**config.mk**
```make
export PLATFORM = sky130hd
export DESIGN_NAME = strng_post
export DESIGN_NICKNAME = d
export VERILOG_FILES = /design/src/rtl/strng_post.sv
export SDC_FILE = /design/constraint.sdc
export NUM_CORES = 1
export LEC_CHECK = 0
export ABC_CLOCK_PERIOD_IN_PS = 2100
export CAP_MARGIN = 30
export CELL_PAD_IN_SITES_DETAIL_PLACEMENT = 1
export CELL_PAD_IN_SITES_GLOBAL_PLACEMENT = 2
export CORE_UTILIZATION = 34
export DETAILED_ROUTE_END_ITERATION = 8
export GPL_ROUTABILITY_DRIVEN = 0
export PLACE_DENSITY = 0.82
export SLEW_MARGIN = 5
export SYNTH_ARGS = -nofsm -noshare
export SYNTH_HDL_FRONTEND = slang
export SYNTH_SLANG_ARGS = --single-unit
export TNS_END_PERCENT = 100
```
**constraint.sdc**
```tcl
create_clock -name clk -period 2.1 [get_ports clk]
set_input_delay 0.525 -clock clk [delete_from_list [all_inputs] [get_ports clk]]
set_output_delay 0.525 -clock clk [all_outputs]
set_load 0.05 [all_outputs]
```
**src/rtl/strng_post.sv**
```systemverilog
// TRNG post-processing: warm-up discard, repetition-count health test,
// RAW_W->OUT_W packing and a small valid/ready output FIFO.
module strng_post #(
  parameter int unsigned RAW_W      = 8,
  parameter int unsigned OUT_W      = 32,
  parameter int unsigned FIFO_DEPTH = 4,
  parameter int unsigned WARMUP     = 4,
  parameter int unsigned REP_LIMIT  = 16
) (
  input  logic                               clk,
  input  logic                               rstn,
  input  logic                               en,
  input  logic [RAW_W-1:0]                   raw_data,
  output logic [OUT_W-1:0]                   rnd_word,
  output logic                               rnd_valid,
  input  logic                               rnd_ready,
  output logic                               health_fail,
  output logic [$clog2(FIFO_DEPTH+1)-1:0]    fill_level
);

  localparam int unsigned N  = OUT_W / RAW_W;
  localparam int unsigned SW = (N > 1) ? $clog2(N) : 1;
  localparam int unsigned FW = $clog2(FIFO_DEPTH + 1);
  localparam int unsigned WW = (WARMUP > 1) ? $clog2(WARMUP) : 1;
  localparam int unsigned RW = $clog2(REP_LIMIT + 1);
  localparam int unsigned PW = RAW_W * (N - 1);

  typedef enum logic [1:0] {S_IDLE, S_WARMUP, S_RUN, S_FAIL} state_t;

  state_t           state;
  logic [WW-1:0]    warm_cnt;
  logic [SW-1:0]    slice_cnt;
  logic [RW-1:0]    rep_cnt;
  logic [RAW_W-1:0] prev;
  logic [PW-1:0]    part;
  logic [OUT_W-1:0] q   [FIFO_DEPTH];
  logic [OUT_W-1:0] q_n [FIFO_DEPTH];
  logic [FW-1:0]    fill_n;

  logic             last;
  logic             pop;
  logic             can_push;
  logic             accept;
  logic             trip;
  logic             push;
  logic [RW-1:0]    rep_nxt;
  logic [OUT_W-1:0] word;

  // Accept/stall decision and health-test update for the current sample
  always_comb begin
    last     = (slice_cnt == SW'(N - 1));
    pop      = rnd_valid && rnd_ready;
    can_push = (fill_level < FW'(FIFO_DEPTH)) || pop;
    accept   = (state == S_RUN) && en && (!last || can_push);
    rep_nxt  = ((rep_cnt != '0) && (raw_data == prev)) ? rep_cnt + RW'(1) : RW'(1);
    trip     = accept && (rep_nxt == RW'(REP_LIMIT));
    push     = accept && last && !trip;
    word     = {raw_data, part};
  end

  // Shift-register FIFO: entry 0 is always the head, vacated slots zero-filled
  always_comb begin
    q_n    = q;
    fill_n = fill_level;
    if (pop) begin
      for (int i = 0; i < int'(FIFO_DEPTH) - 1; i++) q_n[i] = q[i+1];
      q_n[FIFO_DEPTH-1] = '0;
      fill_n            = fill_level - FW'(1);
    end
    if (push) begin
      for (int i = 0; i < int'(FIFO_DEPTH); i++)
        if (FW'(i) == fill_n) q_n[i] = word;
      fill_n = fill_n + FW'(1);
    end
    if (trip) begin
      for (int i = 0; i < int'(FIFO_DEPTH); i++) q_n[i] = '0;
      fill_n = '0;
    end
  end

  assign rnd_word = q[0];

  always_ff @(posedge clk) begin
    if (!rstn) begin
      state       <= S_IDLE;
      warm_cnt    <= '0;
      slice_cnt   <= '0;
      rep_cnt     <= '0;
      prev        <= '0;
      part        <= '0;
      fill_level  <= '0;
      rnd_valid   <= 1'b0;
      health_fail <= 1'b0;
      for (int i = 0; i < int'(FIFO_DEPTH); i++) q[i] <= '0;
    end else begin
      q          <= q_n;
      fill_level <= fill_n;
      rnd_valid  <= (fill_n != '0);
      case (state)
        S_IDLE: begin
          slice_cnt <= '0;
          rep_cnt   <= '0;
          if (en) begin
            state    <= S_WARMUP;
            warm_cnt <= '0;
          end
        end
        S_WARMUP: begin
          if (!en) begin
            state <= S_IDLE;
          end else if (warm_cnt == WW'(WARMUP - 1)) begin
            state     <= S_RUN;
            rep_cnt   <= '0;
            slice_cnt <= '0;
          end else begin
            warm_cnt <= warm_cnt + WW'(1);
          end
        end
        S_RUN: begin
          if (!en) begin
            state     <= S_IDLE;
            slice_cnt <= '0;
          end else if (trip) begin
            state       <= S_FAIL;
            health_fail <= 1'b1;
            slice_cnt   <= '0;
          end else if (accept) begin
            prev      <= raw_data;
            rep_cnt   <= rep_nxt;
            slice_cnt <= last ? '0 : slice_cnt + SW'(1);
            for (int k = 0; k < int'(N) - 1; k++)
              if (slice_cnt == SW'(k)) part[k*RAW_W +: RAW_W] <= raw_data;
          end
        end
        default: begin
          // Terminal until reset
          state <= S_FAIL;
        end
      endcase
    end
  end

endmodule

```
== After elaboration in Yosys (flattened, before gate mapping) ==
Index checks and enable logic that the tools add are counted.
Operators by class
  equal/unequal tests: 21
  bitwise operators: 2
  order comparisons: 1
  mux-type cells: 33
  reductions and logical operators: 28
  add/subtract/negate cells: 5
Operator list (number)
  2-to-1 mux 128 bit: 2
  2-to-1 mux 32 bit: 4
  2-to-1 mux 5 bit: 6
  2-to-1 mux 2 bit: 14
  one-hot mux 5 bit (3 select lines): 1
  AND reduction 5 bit: 3
  != test 2 bit (second input constant): 7
  one-hot mux 2 bit (3 select lines): 2
  AND reduction 4 bit: 3
  2-to-1 mux 3 bit: 3
  equality test 2 bit (second input constant): 4
  equality test 8 bit: 1
  logical AND 1 bit: 7
  equality test 2 x 3 -> 1 bit (first input constant): 2
  != test 3 bit (second input constant): 2
  AND reduction 3 bit: 2
  AND reduction 6 bit: 1
  nonzero test 3 bit: 2
  adder 5 x 1 -> 5 bit (second input constant): 1
  equality test 5 bit (second input constant): 1
  nonzero test 5 bit: 1
  adder 2 x 1 -> 2 bit (second input constant): 2
  equality test 2 x 1 -> 1 bit (second input constant): 2
  logical NOT 2 bit: 2
  other kinds (12): 15
Storage, ports and cells
  logic and storage cells: 105
  register bits after elaboration: 176
  bits of input ports: 12

== Longest topological paths before layout ==
Gate-level depths: netlist of run 1.
  depth in word-level cells: 10
  mapped depth: 11

== Worst setup path before layout of run 1 ==
OpenSTA, ideal clock, no wires.
  path type: reg-to-reg
  start point: reg fill_level[0]
  end point: reg q (netlist bit rnd_word[31])
  required time: 2014 ps
  slack: -427 ps
  arrival: 2442 ps
  buffers on the path: 1
  stages on the path, launching flop included: 11
  library setup time: 86 ps
  cells stage by stage: dfxtp_1 -> inv_1 -> ha_1 -> o21ai_0 -> inv_1 -> ha_1 -> and4_1 -> o21ai_4 -> buf_2 -> nor2_1 -> a211oi_1
Between the ends
  word-level cells in the longest chain between the ends: 8
Ends and longest elaborated chain
  start: declaration: line 18  | output logic [$clog2(FIFO_DEPTH+1)-1:0] fill_level
  start signal: assignment: line 97  | fill_level <= fill_n;
  branches (longest 8 deep; another with subtractor 3 x 1 -> 3 bit)
  end signal: assignment: line 96  | q <= q_n;
  end: declaration: line 36  | logic [OUT_W-1:0] q [FIFO_DEPTH];
Several ways; the timed one is not identified.
A chain may end at the register's enable or synchronous reset.

== Worst setup path in the final report of run 1 ==
  start point: reg rep_cnt[0]
  end point: reg q (netlist bit rnd_word[16])
Between the ends
  word-level cells in the longest chain between the ends: 8
Ends and longest elaborated chain
  start: declaration: line 33  | logic [RW-1:0] rep_cnt;
  start signal: assignment: line 129  | rep_cnt <= rep_nxt;
  branches (longest 2 deep; another with adder 5 x 1 -> 5 bit)
  2-to-1 mux 5 bit (*): line 55  | rep_nxt = ((rep_cnt != '0) && (raw_data == prev)) ? rep_cnt + RW'(1) : RW'(1);
  equality test 5 bit (*): line 56  | trip = accept && (rep_nxt == RW'(REP_LIMIT));
  logical AND 1 bit (*): line 56
  logical NOT 1 bit: line 57  | push = accept && last && !trip;
  logical AND 1 bit: line 57
  2-to-1 mux 128 bit: line 70  | if (push) begin
Mark *: on every way between the ends.

==> impl_results.md, run 1 <==
* Top cells by area, synth: dfxtp_1 43%, mux2i_1 15%, a211oi_1 9.1%, nor2_1 4.7%, nand2_1 4.0%
* Data required time at the worst endpoint at 2.45 ns
* RSZ-0062 raised after global routing: true
* Vias in the first global route at a little over 7,000
* Clock transition at the registers of the reported paths at roughly 0.07 ns
* Final WS setup at -0.204 ns
* # DRC at 0
* Fill cell count at around 2,600
* Maximum vdd drop at between 0.4 and 0.5 mV
* Global-route wire length before repair at between 30,000 and 40,000 um
* Number of DRC markers in iteration 0 at between 300 and 400
* N_diodes at 0
* CTS buffer count at 17
* Max-Slew Margin vs Limit at 45.4%
* Crit-path cells: inv_2, ha_4, nor4b_4, nor4_4, nand4_4, buf_6, buf_12, o21ai_4, buf_12, clkbuf_16, nor2_2, a211oi_1
* Final hold violation count at 0
* Syn nets at roughly 910
* Fmax at 434 MHz
* Die area at approximately 25,000 um^2
* Cell mode on critical path: buf_12
* Min-delay worst type: in -> reg
* Register bit total from synthesis at between 150 and 200
* Clock Latency Late Sink at 0.45 ns
* Largest net degree at the start of global routing at approximately 130
* CORE AREA at ~24,000 um^2
* Hpwl dp at approximately 13,000 um
* Sequential fraction of the synthesis area at 43.2%
* Grt met3 use at 3.72%
* All-layer global routing usage at 20.9%
* Die X at 157 um
* Largest area contributor in the netlist: dfxtp_1
* Nets@finish at roughly 990
* CTS tree: done
* Vias per inst at 5.37
* H-Tree Depth at 4
* Fin crit period at 2.30 ns
* Share of cells above drive strength 1 at 40.1%
* Final setup fails at 154
* Number of synthesized flops with an enable pin at 0
* Chip Height at ~160 um
* P_leak at 5.12 nW
* Predominant post-synthesis flop cell: dfxtp_1
* Post-CTS Hold Buffers at 0
* Share of the synthesized area in the top cell type at a little over two fifths
* Critical path type: reg -> reg
* Status: finished with violations
* Drt first pass iters at 5
* Initial Util at 34.7%
* Count of pins over their slew limit at 0
* Placement Rows at 56
* Unique masters post-synth at 43
* Vias at between 6,000 and 7,000
* Gr busiest metal: met2
* Pwr Density at ~600 nW/um^2
* I/O pins at 49
* Total global routing overflow at 0
* Fin area at approximately 12,000 um^2
* Post-synthesis async set-or-reset flop share at 0%
* Total power at between 6 and 7 mW
* Max-cap violations at 0
* Slowest stage delay, CP at approximately 0.36 ns
* Synthesized area at around 8000 um^2
* Port-buffer cells at between 40 and 50
* Met1 global-route usage at between 20% and 30%
* Slew @ Worst Pin at approximately 0.82 ns
* Initial antenna violation count at 0
* Number of clock sinks at 176
* CTS max path bufs at 2
* Clock skew at ~0.013 ns
* Yosys Warn Count at 0
* Commonest cells after routing, fill and taps aside: 170 x dfxtp_1, 122 x mux2i_1, 75 x nand2_1, 75 x a211oi_2, 64 x buf_4
* Layout area overhead at 43.4%
* Final Cycle Share at 110%
* Slowest-stage cell, CP: dfxtp_2
* Detail Route Antenna Nets at 0
* CP Buf/Inv Count at 5
* Util after Layout at 49.7%
* Failing checks: setup timing
* Top Family by Delay on Critical Path: buffers and inverters
* Met2 usage at ~38%
* Clk root buf: clkbuf_16
* Drt wl/cell at roughly 22 um
* Max FO, Critical Path at 7
* Syn_area_per_cell at approximately 9.3 um^2
* Detailed Route WL at ~29,000 um
* Critical path launch point type: flip-flop
* Worst Path Arrival at about 2.7 ns
* Cell count after synthesis at 881
* Most common cell after layout, fill and taps aside: dfxtp_1
* Post-placement cell area at ~9100 um^2
* CP endpoint kind: flip-flop
## cell type report
cell class              count  area [um^2]  area share, %
multi-input cells         588         4940           42.2
flip-flops and latches    176         3540           30.2
inverters                   9         33.8          0.289
clock inverters            10          119           1.02
clock buffers              22          494           4.22
repair buffers            171         2190           18.7
well taps                 319          399           3.41
## sequential cells by signal (all words and copies together), names as in the netlist
name	cells
prev	8
slice_cnt	2
warm_cnt	2
fill_level	3
state	2
rep_cnt	5
rnd_word	32
rnd_valid	1
health_fail	1
part	24
q	96
## metal layers
metal  wire, um  vias to the layer above
met5          0                        -
met4        710                        0
met2      14900                      133
met1      12200                     3537
met3        812                       45
li1           -                     3237
## stage by stage
step | hold slack [ns] | worst slack (ns) | TNS (ns) | std cells
after floorplan | 0.445 | -0.0599 | -5.63 | 881
after global placement | 0.453 | -0.596 | -94.17 | 1199
after detailed placement | 0.458 | -0.731 | -101.81 | 1199
after CTS | 0.419 | -0.107 | -5.59 | 1267
after global routing | 0.433 | -0.375 | -31.35 | 1295
final | 0.427 | -0.204 | -12.81 | 1295
## power breakdown
part	leakage (nW)	internal (mW)	switching, mW
sequential	1.42	3.33	0.00160
combinational	3.39	0.101	0.176
clock	0.308	1.92	1.45
total	5.12	5.36	1.63
## logic make-up (layout without fill, tap and decap cells)
kind of cell	Yosys count	after routing	synth area share, %
and+or+nand+nor	274	274	15.6
AOI/OAI and AO/OA	167	167	14.4
adders and majority gates	13	13	1.99
xor gates and xnor gates	12	12	1.29
DFF	176	176	43.2
muxes	122	122	15.0
buffers and inverters	117	212	8.55
## path summary, 6_finish.rpt
path	start	endpoint	cells after the start	slack, ns
setup / recovery	rep_cnt[0]	rnd_word[16]	12	-0.20
hold / removal	rstn	state[1]	2	0.43
setup reg to reg	rep_cnt[0]	rnd_word[16]	12	-0.20
hold reg to reg	q[7]	q[7]	2	0.47
## Yosys cell counts (2+ instances only)
cell,count
nor4b_1,2
ha_1,13
a21boi_0,5
nand2_1,86
clkbuf_1,39
dfxtp_1,176
mux2i_1,122
nand4_4,2
xor2_1,10
o21ai_0,12
buf_6,15
and2_4,3
and4_1,4
a31o_2,2
nor2b_1,7
nand3_1,46
a211oi_1,99
o21ai_4,3
nor3_1,5
buf_4,32
nor2_1,102
o21a_1,2
buf_2,21
a21oi_1,37
nand4_1,3
and2_1,5
o31ai_1,2
inv_1,9
xnor2_1,2
nand4b_1,2
## timing repair
action / CTS / global route
setup buffers: 23 / 19
pin swaps: 42 / 100
resized for setup: 110 / 197
setup endpoints to repair: 199 / 160
gates cloned: 13 / 13
No activity file was read; power rests on OpenSTA's default activity.
==> run 2, diff against run 1 <==
--- a/config.mk
+++ b/config.mk
@@ -13,6 +13,7 @@
 export DETAILED_ROUTE_END_ITERATION = 8
 export GPL_ROUTABILITY_DRIVEN = 0
 export PLACE_DENSITY = 0.82
+export RECOVER_POWER = 25
 export SLEW_MARGIN = 5
 export SYNTH_ARGS = -nofsm -noshare
 export SYNTH_HDL_FRONTEND = slang
==> run 2 against run 1 <==
The flow still finishes with violations (setup timing). Sequential cell count stayed put. Setup slack hardly changed. Non-clock buffer count stayed put. Utilization is 0.11 points lower. Via count is 0.29% lower. Power is 0.12% lower. Register-to-register slack hardly changed. Maximum frequency hardly changed. Routed wire length is 0.27% lower. Count of clock-buffer cells in the layout stayed put. Clock power hardly changed.
==> impl_results.md, run 2 (same netlist as run 1, synthesis figures left out) <==
* Largest net degree at the start of global routing at 126 (unchanged)
* Worst r2r src: rep_cnt[1]
* CP endpoint kind: flip-flop
* Slew @ Worst Pin at 0.814 ns (-0.00464 ns)
* Hold Crit Depth at 2 (unchanged)
* Share of cells above drive strength 1 at 39.3% (-0.72 points)
* Vias at 6,932 (-0.29%)
* Switching power at 1.62 mW (-0.50%)
* Critical path type: reg -> reg
* Data required time at the worst endpoint at 2.45 ns (about the same)
* P_leak at 5.09 nW (-0.57%)
* Number of clock sinks at 176 (unchanged)
* Top Family by Delay on Critical Path: buffers and inverters
* Max FO, Critical Path at 7 (unchanged)
* Final Cycle Share at 110% (about the same)
* Initial antenna violation count at 0 (unchanged)
* Worst hold start: rstn
* Layout area overhead at 43.1%
* H-Tree Depth at 4 (unchanged)
* Pwr Density at 598 nW/um^2 (+0.10%)
* Total global routing overflow at 0 (unchanged)
* Pint at 5.36 mW (about the same)
* Maximum vdd drop at 0.429 mV (about the same)
* Critical path launch point type: flip-flop
* Clock skew at 0.0153 ns (+0.00185 ns)
* Detail Route Antenna Nets at 0 (unchanged)
* Vias per inst at 5.35 (-0.29%)
* N_diodes at 0 (unchanged)
* Detailed Route WL at 28,500 um (-0.27%)
* Gate power share at 3.9% (about the same)
* Clock Power Share at 48.3% (about the same)
* Max-Slew Margin vs Limit at 45.8% (+0.31 points)
* Number of DRC markers in iteration 0 at 352 (+11%)
* Util after Layout at 49.6% (-0.11 points)
* Final hold violation count at 0 (unchanged)
* Flop2flop setup slack at -0.20 ns (about the same)
* Die area at 24,600 um^2 (unchanged)
* Final setup fails at 158 (+2.6%)
* Dpl ws at -0.731 ns (unchanged)
* Initial Util at 34.7% (unchanged)
* Sequential power share at 47.8% (about the same)
* Max reg flops at 96 (unchanged)
* Max-cap violations at 0 (unchanged)
* Hpwl dp at 13,300 um (unchanged)
* Sw Share at 23.3% (-0.089 points)
* Commonest cells after routing, fill and taps aside: 170 x dfxtp_1, 122 x mux2i_1, 75 x nand2_1, 75 x a211oi_2, 57 x buf_4
* Chip Height at 157 um (unchanged)
* Global-route wire length before repair at 39,300 um (unchanged)
* Top reg by flops: q
* Count of pins over their slew limit at 0 (unchanged)
* Port-buffer cells at 48 (unchanged)
* Vias in the first global route at 7,076 (unchanged)
* Clk root buf: clkbuf_16
* Clock transition at the registers of the reported paths at 0.07 ns (about the same)
* Drt wl/cell at 22.0 um (-0.27%)
* Placement Rows at 56 (unchanged)
* Slowest stage delay, CP at 0.35 ns (about the same)
* Worst Path Arrival at 2.65 ns (about the same)
* I/O pins at 49 (unchanged)
* Failing checks: setup timing
* Hold EP: state[1]
* RSZ-0062 raised after global routing: true
* Drt first pass iters at 4 (-1)
* Most common cell after layout, fill and taps aside: dfxtp_1
* Status: finished with violations
* CTS tree: done
* Fin crit period at 2.30 ns (-0.000204 ns)
* CTS buffer count at 17 (unchanged)
* Min-delay worst type: in -> reg
* Slowest-stage cell, CP: dfxtp_2
* Fmax at 434 MHz (about the same)
* # DRC at 0 (unchanged)
* All-layer global routing usage at 20.9% (unchanged)
* Cell mode on critical path: buf_12
* End of the worst register-to-register path: rnd_word[16]
* Final WS setup at -0.203 ns (+0.000204 ns)
* Crit-path cells: inv_2, ha_4, nor4b_4, nor4_4, nand4_4, buf_6, buf_12, o21ai_4, buf_12, clkbuf_16, nor2_2, a211oi_1
* CORE AREA at 23,500 um^2 (unchanged)
* CP Buf/Inv Count at 5 (unchanged)
* Die X at 157 um (unchanged)
* Nets@finish at 988 (unchanged)
* CTS max path bufs at 2 (unchanged)
* Worst reg2reg path depth at 12 (unchanged)
* Clock Latency Late Sink at 0.45 ns (about the same)
[run 2: changes by cell type in the layout (fill, tap and decap cells not counted), sizes merged]
cell	previous run	this run
dlygate4sd3	0	1
buf	118	111
clkdlybuf4s50	3	2
clkbuf	34	41
[run 2: worst register-to-register path: stages, from the launching register on]
cell       delay [ns]
dfxtp_2          0.35
inv_2            0.05
ha_4             0.14
nor4b_4          0.13
nor4_4           0.33
nand4_4          0.15
buf_6            0.17
buf_12           0.12
o21ai_4          0.14
buf_12           0.19
clkbuf_16        0.19
nor2_2           0.05
a211oi_1         0.20
[run 2: through the flow]
step                hold WS, ns  cell area (um^2)  power [mW]  instances  setup TNS [ns]
finish                    0.432             11700        6.98       1295          -14.42
detailed placement        0.458              9110        3.62       1199         -101.81
floorplan                 0.445              8320        3.55        881           -5.63
CTS                       0.419             10600        6.95       1267           -5.59
global route              0.433             11700        7.17       1295          -31.43
global placement          0.453              9110        3.62       1199          -94.17
[run 2: worst max path at each step]
stage                           start      endpoint  slack (ns)  depth (start not counted)
after floorplan                    en     rnd_valid       -0.06                         10
after detailed placement  raw_data[6]   rnd_word[9]       -0.73                          8
after CTS                  rep_cnt[0]         q[54]       -0.11                         13
after global placement    raw_data[6]         q[68]       -0.60                          8
after global routing       rep_cnt[1]  rnd_word[16]       -0.37                         12
final                      rep_cnt[1]  rnd_word[16]       -0.20                         12
[run 2: area by class of cell]
cell class / instances / area, um^2
Clock buffer: 22 / 494
Clock inverter: 10 / 119
Fill cell: 2612 / 11900
Inverter: 9 / 33.8
Multi-Input combinational cell: 588 / 4940
Sequential cell: 176 / 3540
Tap cell: 319 / 399
Timing Repair Buffer: 171 / 2160
[run 2: timing repair]
item	4_1_cts	5_1_grt
hold buffers	0	0
pin swaps	42	100
cloned	13	13
endpoints found under the setup margin	199	160
endpoints found under the hold margin	0	0
gates resized for setup	110	197
setup buffers	23	19
[run 2: power by group through the flow]
stage | combinational, mW | clock (mW) | sequential, mW
after floorplan | 0.135 | 0 | 3.41
after global placement | 0.210 | 0 | 3.41
after detailed placement | 0.209 | 0 | 3.41
after CTS | 0.223 | 3.39 | 3.34
after global routing | 0.289 | 3.55 | 3.33
final | 0.275 | 3.37 | 3.34
[run 2: layer usage]
layer	routed length, um	GRT usage, %
met1	12100	25.3
met5	0	0
met4	654	6.02
met3	776	3.72
met2	15000	37.7
